==> src/rtl/ustc_drain.sv <==
// ustc_drain: captures accumulator row bursts into a row FIFO and writes them out through a registered valid/ready head.
// Optional USTC_DRAIN_RELU_EN: when defined, negative elements are clamped to zero as rows are pushed.

module ustc_drain #(
    parameter int M           = 16,
    parameter int N           = 16,
    parameter int DW_DATA     = 8,
    parameter int DEPTH       = 16,
    parameter int AW          = 16,
    parameter int ADDR_STRIDE = 1
) (
    input  logic                      clk,
    input  logic                      rst,
    input  logic [AW-1:0]             base_addr,
    input  logic                      in_valid,
    input  logic [N*DW_DATA-1:0]      in_data,
    output logic                      mem_valid,
    input  logic                      mem_ready,
    output logic [AW-1:0]             mem_addr,
    output logic [N*DW_DATA-1:0]      mem_data,
    output logic                      mem_last,
    output logic                      done,
    output logic                      overflow,
    output logic [$clog2(DEPTH):0]    level
);

    localparam int RW = N * DW_DATA;
    localparam int PW = $clog2(DEPTH);
    localparam int LW = PW + 1;
    localparam int CW = $clog2(M + 1);

    typedef struct packed {
        logic          last;
        logic [AW-1:0] addr;
        logic [RW-1:0] data;
    } entry_t;

    entry_t        fifo_q [DEPTH];

    logic [CW-1:0] in_cnt_q, in_cnt_d;
    logic [AW-1:0] base_q, base_d;
    logic [PW-1:0] wr_ptr_q, wr_ptr_d;
    logic [PW-1:0] rd_ptr_q, rd_ptr_d;
    logic [LW-1:0] level_q, level_d;
    entry_t        head_q, head_d;
    logic          mem_valid_q, mem_valid_d;
    logic          done_q, done_d;
    logic          overflow_q, overflow_d;

    logic          in_accept;
    logic          full, empty;
    logic          head_load, pop, push, drop;
    logic [AW-1:0] row_addr;
    logic [RW-1:0] row_data;
    entry_t        push_entry;

`ifdef USTC_DRAIN_RELU_EN
    always_comb begin
        row_data = in_data;
        for (int i = 0; i < N; i++) begin
            if (in_data[i*DW_DATA + DW_DATA - 1]) begin
                row_data[i*DW_DATA +: DW_DATA] = '0;
            end
        end
    end
`else
    assign row_data = in_data;
`endif

    // The first beat of a burst uses base_addr directly; later beats use the latched copy.
    always_comb begin
        in_accept = in_valid && (in_cnt_q < CW'(M));
        base_d    = (in_accept && (in_cnt_q == '0)) ? base_addr : base_q;
        row_addr  = (in_cnt_q == '0) ? base_addr
                                     : base_q + AW'(32'(in_cnt_q) * ADDR_STRIDE);
        push_entry.last = (in_cnt_q == CW'(M - 1));
        push_entry.addr = row_addr;
        push_entry.data = row_data;

        if (!in_valid) begin
            in_cnt_d = '0;
        end else if (in_accept) begin
            in_cnt_d = in_cnt_q + CW'(1);
        end else begin
            in_cnt_d = in_cnt_q;
        end
    end

    always_comb begin
        full      = (level_q == LW'(DEPTH));
        empty     = (level_q == '0);
        head_load = !mem_valid_q || mem_ready;
        pop       = head_load && !empty;
        push      = in_accept && (!full || pop);
        drop      = in_accept && full && !pop;

        wr_ptr_d  = push ? wr_ptr_q + PW'(1) : wr_ptr_q;
        rd_ptr_d  = pop  ? rd_ptr_q + PW'(1) : rd_ptr_q;

        unique case ({push, pop})
            2'b10:   level_d = level_q + LW'(1);
            2'b01:   level_d = level_q - LW'(1);
            default: level_d = level_q;
        endcase

        overflow_d = overflow_q || drop;
    end

    // Head register: refills when empty or on a handshake, otherwise holds stable.
    always_comb begin
        head_d      = head_q;
        mem_valid_d = mem_valid_q;
        if (head_load) begin
            mem_valid_d = !empty;
            if (!empty) begin
                head_d = fifo_q[rd_ptr_q];
            end
        end
        done_d = mem_valid_q && mem_ready && head_q.last;
    end

    always_ff @(posedge clk) begin
        if (!rst && push) begin
            fifo_q[wr_ptr_q] <= push_entry;
        end
    end

    always_ff @(posedge clk) begin
        if (rst) begin
            in_cnt_q    <= '0;
            base_q      <= '0;
            wr_ptr_q    <= '0;
            rd_ptr_q    <= '0;
            level_q     <= '0;
            head_q      <= '0;
            mem_valid_q <= 1'b0;
            done_q      <= 1'b0;
            overflow_q  <= 1'b0;
        end else begin
            in_cnt_q    <= in_cnt_d;
            base_q      <= base_d;
            wr_ptr_q    <= wr_ptr_d;
            rd_ptr_q    <= rd_ptr_d;
            level_q     <= level_d;
            head_q      <= head_d;
            mem_valid_q <= mem_valid_d;
            done_q      <= done_d;
            overflow_q  <= overflow_d;
        end
    end

    assign mem_valid = mem_valid_q;
    assign mem_addr  = head_q.addr;
    assign mem_data  = head_q.data;
    assign mem_last  = head_q.last;
    assign done      = done_q;
    assign overflow  = overflow_q;
    assign level     = level_q;

endmodule

==> config.mk <==
export PLATFORM = sky130hd
export DESIGN_NAME = ustc_drain
export DESIGN_NICKNAME = d
export VERILOG_FILES = /design/src/rtl/ustc_drain.sv
export SDC_FILE = /design/constraint.sdc
export NUM_CORES = 2
export LEC_CHECK = 0
export CAP_MARGIN = 5
export CORE_MARGIN = 2
export CORE_UTILIZATION = 57
export DETAILED_ROUTE_END_ITERATION = 7
export DONT_BUFFER_PORTS = 1
export GPL_TIMING_DRIVEN = 1
export PLACE_DENSITY_LB_ADDON = 0.3
export SYNTH_ARGS = -nofsm -noshare
export SYNTH_HDL_FRONTEND = slang
export SYNTH_SLANG_ARGS = --single-unit
==> constraint.sdc <==
create_clock -name clk -period 10 [get_ports clk]
set_clock_uncertainty 0.2 [all_clocks]
set_input_delay 3 -clock clk [delete_from_list [all_inputs] [get_ports clk]]
set_output_delay 3 -clock clk [all_outputs]
set_load 0.02 [all_outputs]
# Yosys cells after proc, flatten, opt, wreduce, memory -nomap -nowiden
# Memory sizes are Yosys's and may differ from the RTL's. A register that Yosys moved wholly into a read port is not among the register bits.
# Cells that the tools add are included.
[op_classes]
mux = 4
n_bitwise = 2
eq_ne = 4
add_sub_neg = 6
n_lt_le_gt_ge = 1
reduce_logical = 22
[op_table]
columns = ["operator", "n"]
rows = [
  ["$add 16x5->16", 1],
  ["$mux 16", 1],
  ["$add 5x1->5 const B", 2],
  ["$logic_not 5->1", 2],
  ["$pmux 5 s2", 1],
  ["$logic_and 1x1->1", 9],
  ["$add 4x1->4 const B", 2],
  ["$eq 5x4->1 const B", 1],
  ["$eq 5x5->1 const B", 1],
  ["$logic_not 1->1", 5],
  ["$lt 5x5->1 const B", 1],
  ["$sub 5x1->5 const B", 1],
  ["$logic_or 1x1->1", 3],
  ["$eq 2x1->1 const B", 1],
  ["$eq 2x2->1 const B", 1],
  ["$mux 1", 2],
  ["$not 1->1", 2],
  ["$reduce_and 2->1", 1],
  ["$reduce_bool 2->1", 1],
  ["$reduce_or 2->1", 1],
]
[word_totals]
memories = 1
mem_bits_rw = 2320
inputBits = 148
register_bits = 37
out_inout_bits = 153
elab_cells = 48
[memory_table]
columns = ["memory", "depth", "width", "rd", "rd_ports_with_merged_regs", "wr", "line_no", "rtl"]
rows = [
  ["fifo_q", 16, 145, 1, 1, 1, "38", "entry_t fifo_q [DEPTH];"],
]

# Depth between registers and ports, before layout
[depth]
word_depth = 8
ltp_mapped = 11
mapped_depth_nobuf = 10

# Worst setup path after synthesis
# OpenSTA, ideal clock, no wires.
[synth_path]
kind = "input to register"
from = "input in_valid"
to = "memory fifo_q[3][0] (netlist name) (enable)"
t_arrival_ns = 9.803
setup_time_ns = 0.652
required_time_ns = 9.148
stages = 4
setup_slack_ns = -0.655
n_path_buf = 0
path_cell_list = "nand2b_1 a31oi_1 nand2_1 nor2_1"
[synth_via]
elab_chain_len = 5
[synth_lines]
columns = ["item", "line_no", "rtl"]
rows = [
  ["start, declared", "15", "input logic in_valid,"],
  ["$logic_and 1x1->1", "72", "in_accept = in_valid && (in_cnt_q < CW'(M));"],
  ["$logic_and 1x1->1", "94", "push = in_accept && (!full || pop);"],
  ["$logic_and 1x1->1", "123", "if (!rst && push) begin"],
  ["$mux 1", "123", ""],
  ["$mux 1 (not written as such)", "124", "fifo_q[wr_ptr_q] <= push_entry;"],
  ["end, declared", "38", ""],
]
# Every way passes these cells.

# Worst setup path in the final report
[layout_path]
from = "input in_valid"
to = "memory fifo_q[13][24] (netlist name) (enable)"
# Same word-level chain as after synthesis.

==> reports/summary.txt <==
Post-synth top area cell: edfxtp_1
Final hold vios: 0
Final Max Slew Viols: 0
Final setup fails: 0
Max Clk Rate: 165 MHz
Clock buffer count from CTS: 233
Critical path type: in2reg
Total number of vias: 41900
Most common cell in the netlist: edfxtp_1
Asr flop ratio synth: 0
Fraction of layout cells with a size suffix above 1: 0.266
Synth Register Bits: 2502
EDFF count, synth: 2320
Post-synth top flop: edfxtp_1
Clk Latency, worst-skew pair: 0.86 ns
Hold WS: 0.255 ns
Core Region: 163000 um2
CP arrival: 6.32 ns
Starting Density: 0.575
CTS clock-pin slew for the worst setup and hold paths: 0.07 ns
Gr usage total: 0.239
H-tree Lvls: 4
Power density over cell area: 242 nW/um2
Iter 0 DRT Violations: 3976
Yosys top cell area share: 0.742
First-pass DRT Iterations: 5
Post-synth top cells: 2320 x edfxtp_1, 580 x mux4_2, 182 x dfxtp_1, 149 x mux2i_1, 148 x mux2_2
Hold buffers post-CTS: 0
CTS Sinks: 2502
RSZ-0062 raised after global routing: false
Required time of the critical path: 10.24 ns
Ys Warns: 0
GPL Wtd Cong: 0.747
Drt via density: 6.34
Number of global-route vias before repair: 43600
Detailed placement HPWL: 102000 um
Chip height: 410 um
Max Root-Sink Buffers: 3
Global-route wire length before repair: 294000 um
Area contributors post-synth: edfxtp_1 74%, mux4_2 14%, dfxtp_1 3.9%
Cell row count: 148
Mean routed wirelength per cell: 30.1 um
Crit path capture type: flip-flop
Slew HR: 0.0694
Outcome: complete, no violations
Ports: 301
CTS tree: done
Final WL: 199000 um
Gate Count Post-Synth: 4138
Max-cap violation count: 0
Period utilization: 0.607
Startpoint types: input pin
Diode count: 0
Resize count post-CTS: 0
Post-route minimum period: 6.07 ns
Post-Syn Nets: 4301
Leak pwr: 31.7 nW
Fill count: 10400
Die ar.: 168000 um2
Hold Path Class: reg2reg
Worst-path fanout max: 118
Mapped cell area: 93800 um2
Area Overhead vs Synth: 11.2%
Synth cell types: 50
Layout Nets: 4387
Clock root buffer: clkbuf_16
R2r setup slk: 5.30 ns
Worst-margin pin slew: 1.40 ns
Initial antenna violation count: 3
DRC errors left: 0
Synth Area per Inst: 22.7 um2
Gr ovfl total: 0
# Post-CTS Setup Buffers: 0
Port buffer count: 0
Die width: 410 um
Post-DRT Antenna Nets: 0
Final TNS setup: 0 ns
Sequential share of the synthesized area: 0.781
Peak VDD IR: 0.000206 V
Largest net degree at the start of global routing: 146
-- critical path: stages --
cell and delay, ns:
nand2b_1 0.08, a31oi_1 0.81, nand2_1 0.49, nor2_4 0.93
buf_12 0.54
-- final cells by class --
| class | count | area [um2] | area share |
|---|---|---|---|
| Clock buffer | 340 | 6610 | 0.0634 |
| Timing Repair Buffer | 75 | 801 | 0.00767 |
| Multi-Input combinational cell | 1406 | 19600 | 0.188 |
| Inverter | 6 | 22.5 | 0.000216 |
| Clock inverter | 104 | 1290 | 0.0124 |
| Sequential cell | 2502 | 73300 | 0.703 |
| Tap cell | 2175 | 2720 | 0.0261 |
-- metal layers --
metal | track usage | part of all wire | wire length [um]
met3 | 0.0667 | 0.087 | 17200
met1 | 0.318 | 0.39 | 76700
met2 | 0.398 | 0.51 | 101000
met4 | 0.0548 | 0.019 | 3800
met5 | 0 | 0.000065 | 13
-- layout by cell type (no fill, tap or decap), types with 5 or more instances in the layout --
cell type | Yosys | final
a21oi_1 | 26 | 26
a22oi_1 | 145 | 145
buf_12 | 0 | 19
buf_4 | 6 | 56
bufinv_16 | 0 | 20
clkbuf_1 | 111 | 69
clkbuf_16 | 0 | 233
clkbuf_8 | 0 | 38
clkinv_1 | 0 | 27
clkinv_16 | 0 | 8
clkinv_2 | 0 | 33
clkinvlp_4 | 0 | 5
dfxtp_1 | 182 | 179
edfxtp_1 | 2320 | 2320
ha_1 | 14 | 14
inv_1 | 6 | 6
mux2_2 | 148 | 148
mux2i_1 | 149 | 149
mux4_2 | 580 | 580
nand2_1 | 65 | 65
nand3_1 | 5 | 5
nand4_1 | 8 | 8
nor2_1 | 36 | 20
nor2_4 | 1 | 17
o21ai_0 | 109 | 105
o21ai_1 | 50 | 54
xnor2_1 | 9 | 9
xor2_1 | 17 | 17
-- stage by stage --
| step | util | power [W] | area (um2) | setup WS (ns) | instances |
|---|---|---|---|---|---|
| after global placement | 0.591 | 0.0166 | 96500 | 3.11 | 6164 |
| after CTS | 0.640 | 0.0255 | 104000 | 4.03 | 6608 |
| after detailed placement | 0.591 | 0.0166 | 96500 | 3.13 | 6164 |
| after global routing | 0.640 | 0.0261 | 104000 | 3.91 | 6608 |
| final | 0.640 | 0.0252 | 104000 | 3.93 | 6608 |
| after floorplan | - | 0.0156 | 93800 | -0.655 | 4138 |
-- final timing paths --
kind | end | cells after the start | startpoint
worst min register to register | base_q[4] | 2 | base_q[4]
worst min-delay path | base_q[4] | 2 | base_q[4]
worst max register to register | fifo_q[13][24] | 5 | level[1]
worst max-delay path | fifo_q[13][24] | 5 | in_valid
-- registers in the layout, indices dropped and copies added (netlist names), 4 cells and up --
signal    count
mem_data    128
level         5
base_q       16
wr_ptr_q      4
fifo_q     2320
in_cnt_q      5
rd_ptr_q      4
mem_addr     16
-- kinds of logic after synthesis --
family	synth area share
buffers and inverters	0.0114
flip-flops	0.781
AO/OA/AOI/OAI	0.0227
AND/OR/NAND/NOR	0.00727
XOR/XNOR	0.00243
multiplexers	0.173
adder cells (fa/ha/maj)	0.00208
-- where the power goes --
part | switching, W | internal, W
clock network | 0.00381 | 0.00513
registers | 0.000578 | 0.0117
logic | 0.00195 | 0.00204
total | 0.00634 | 0.0189
Note: power is estimated with default switching activity, not from simulation.
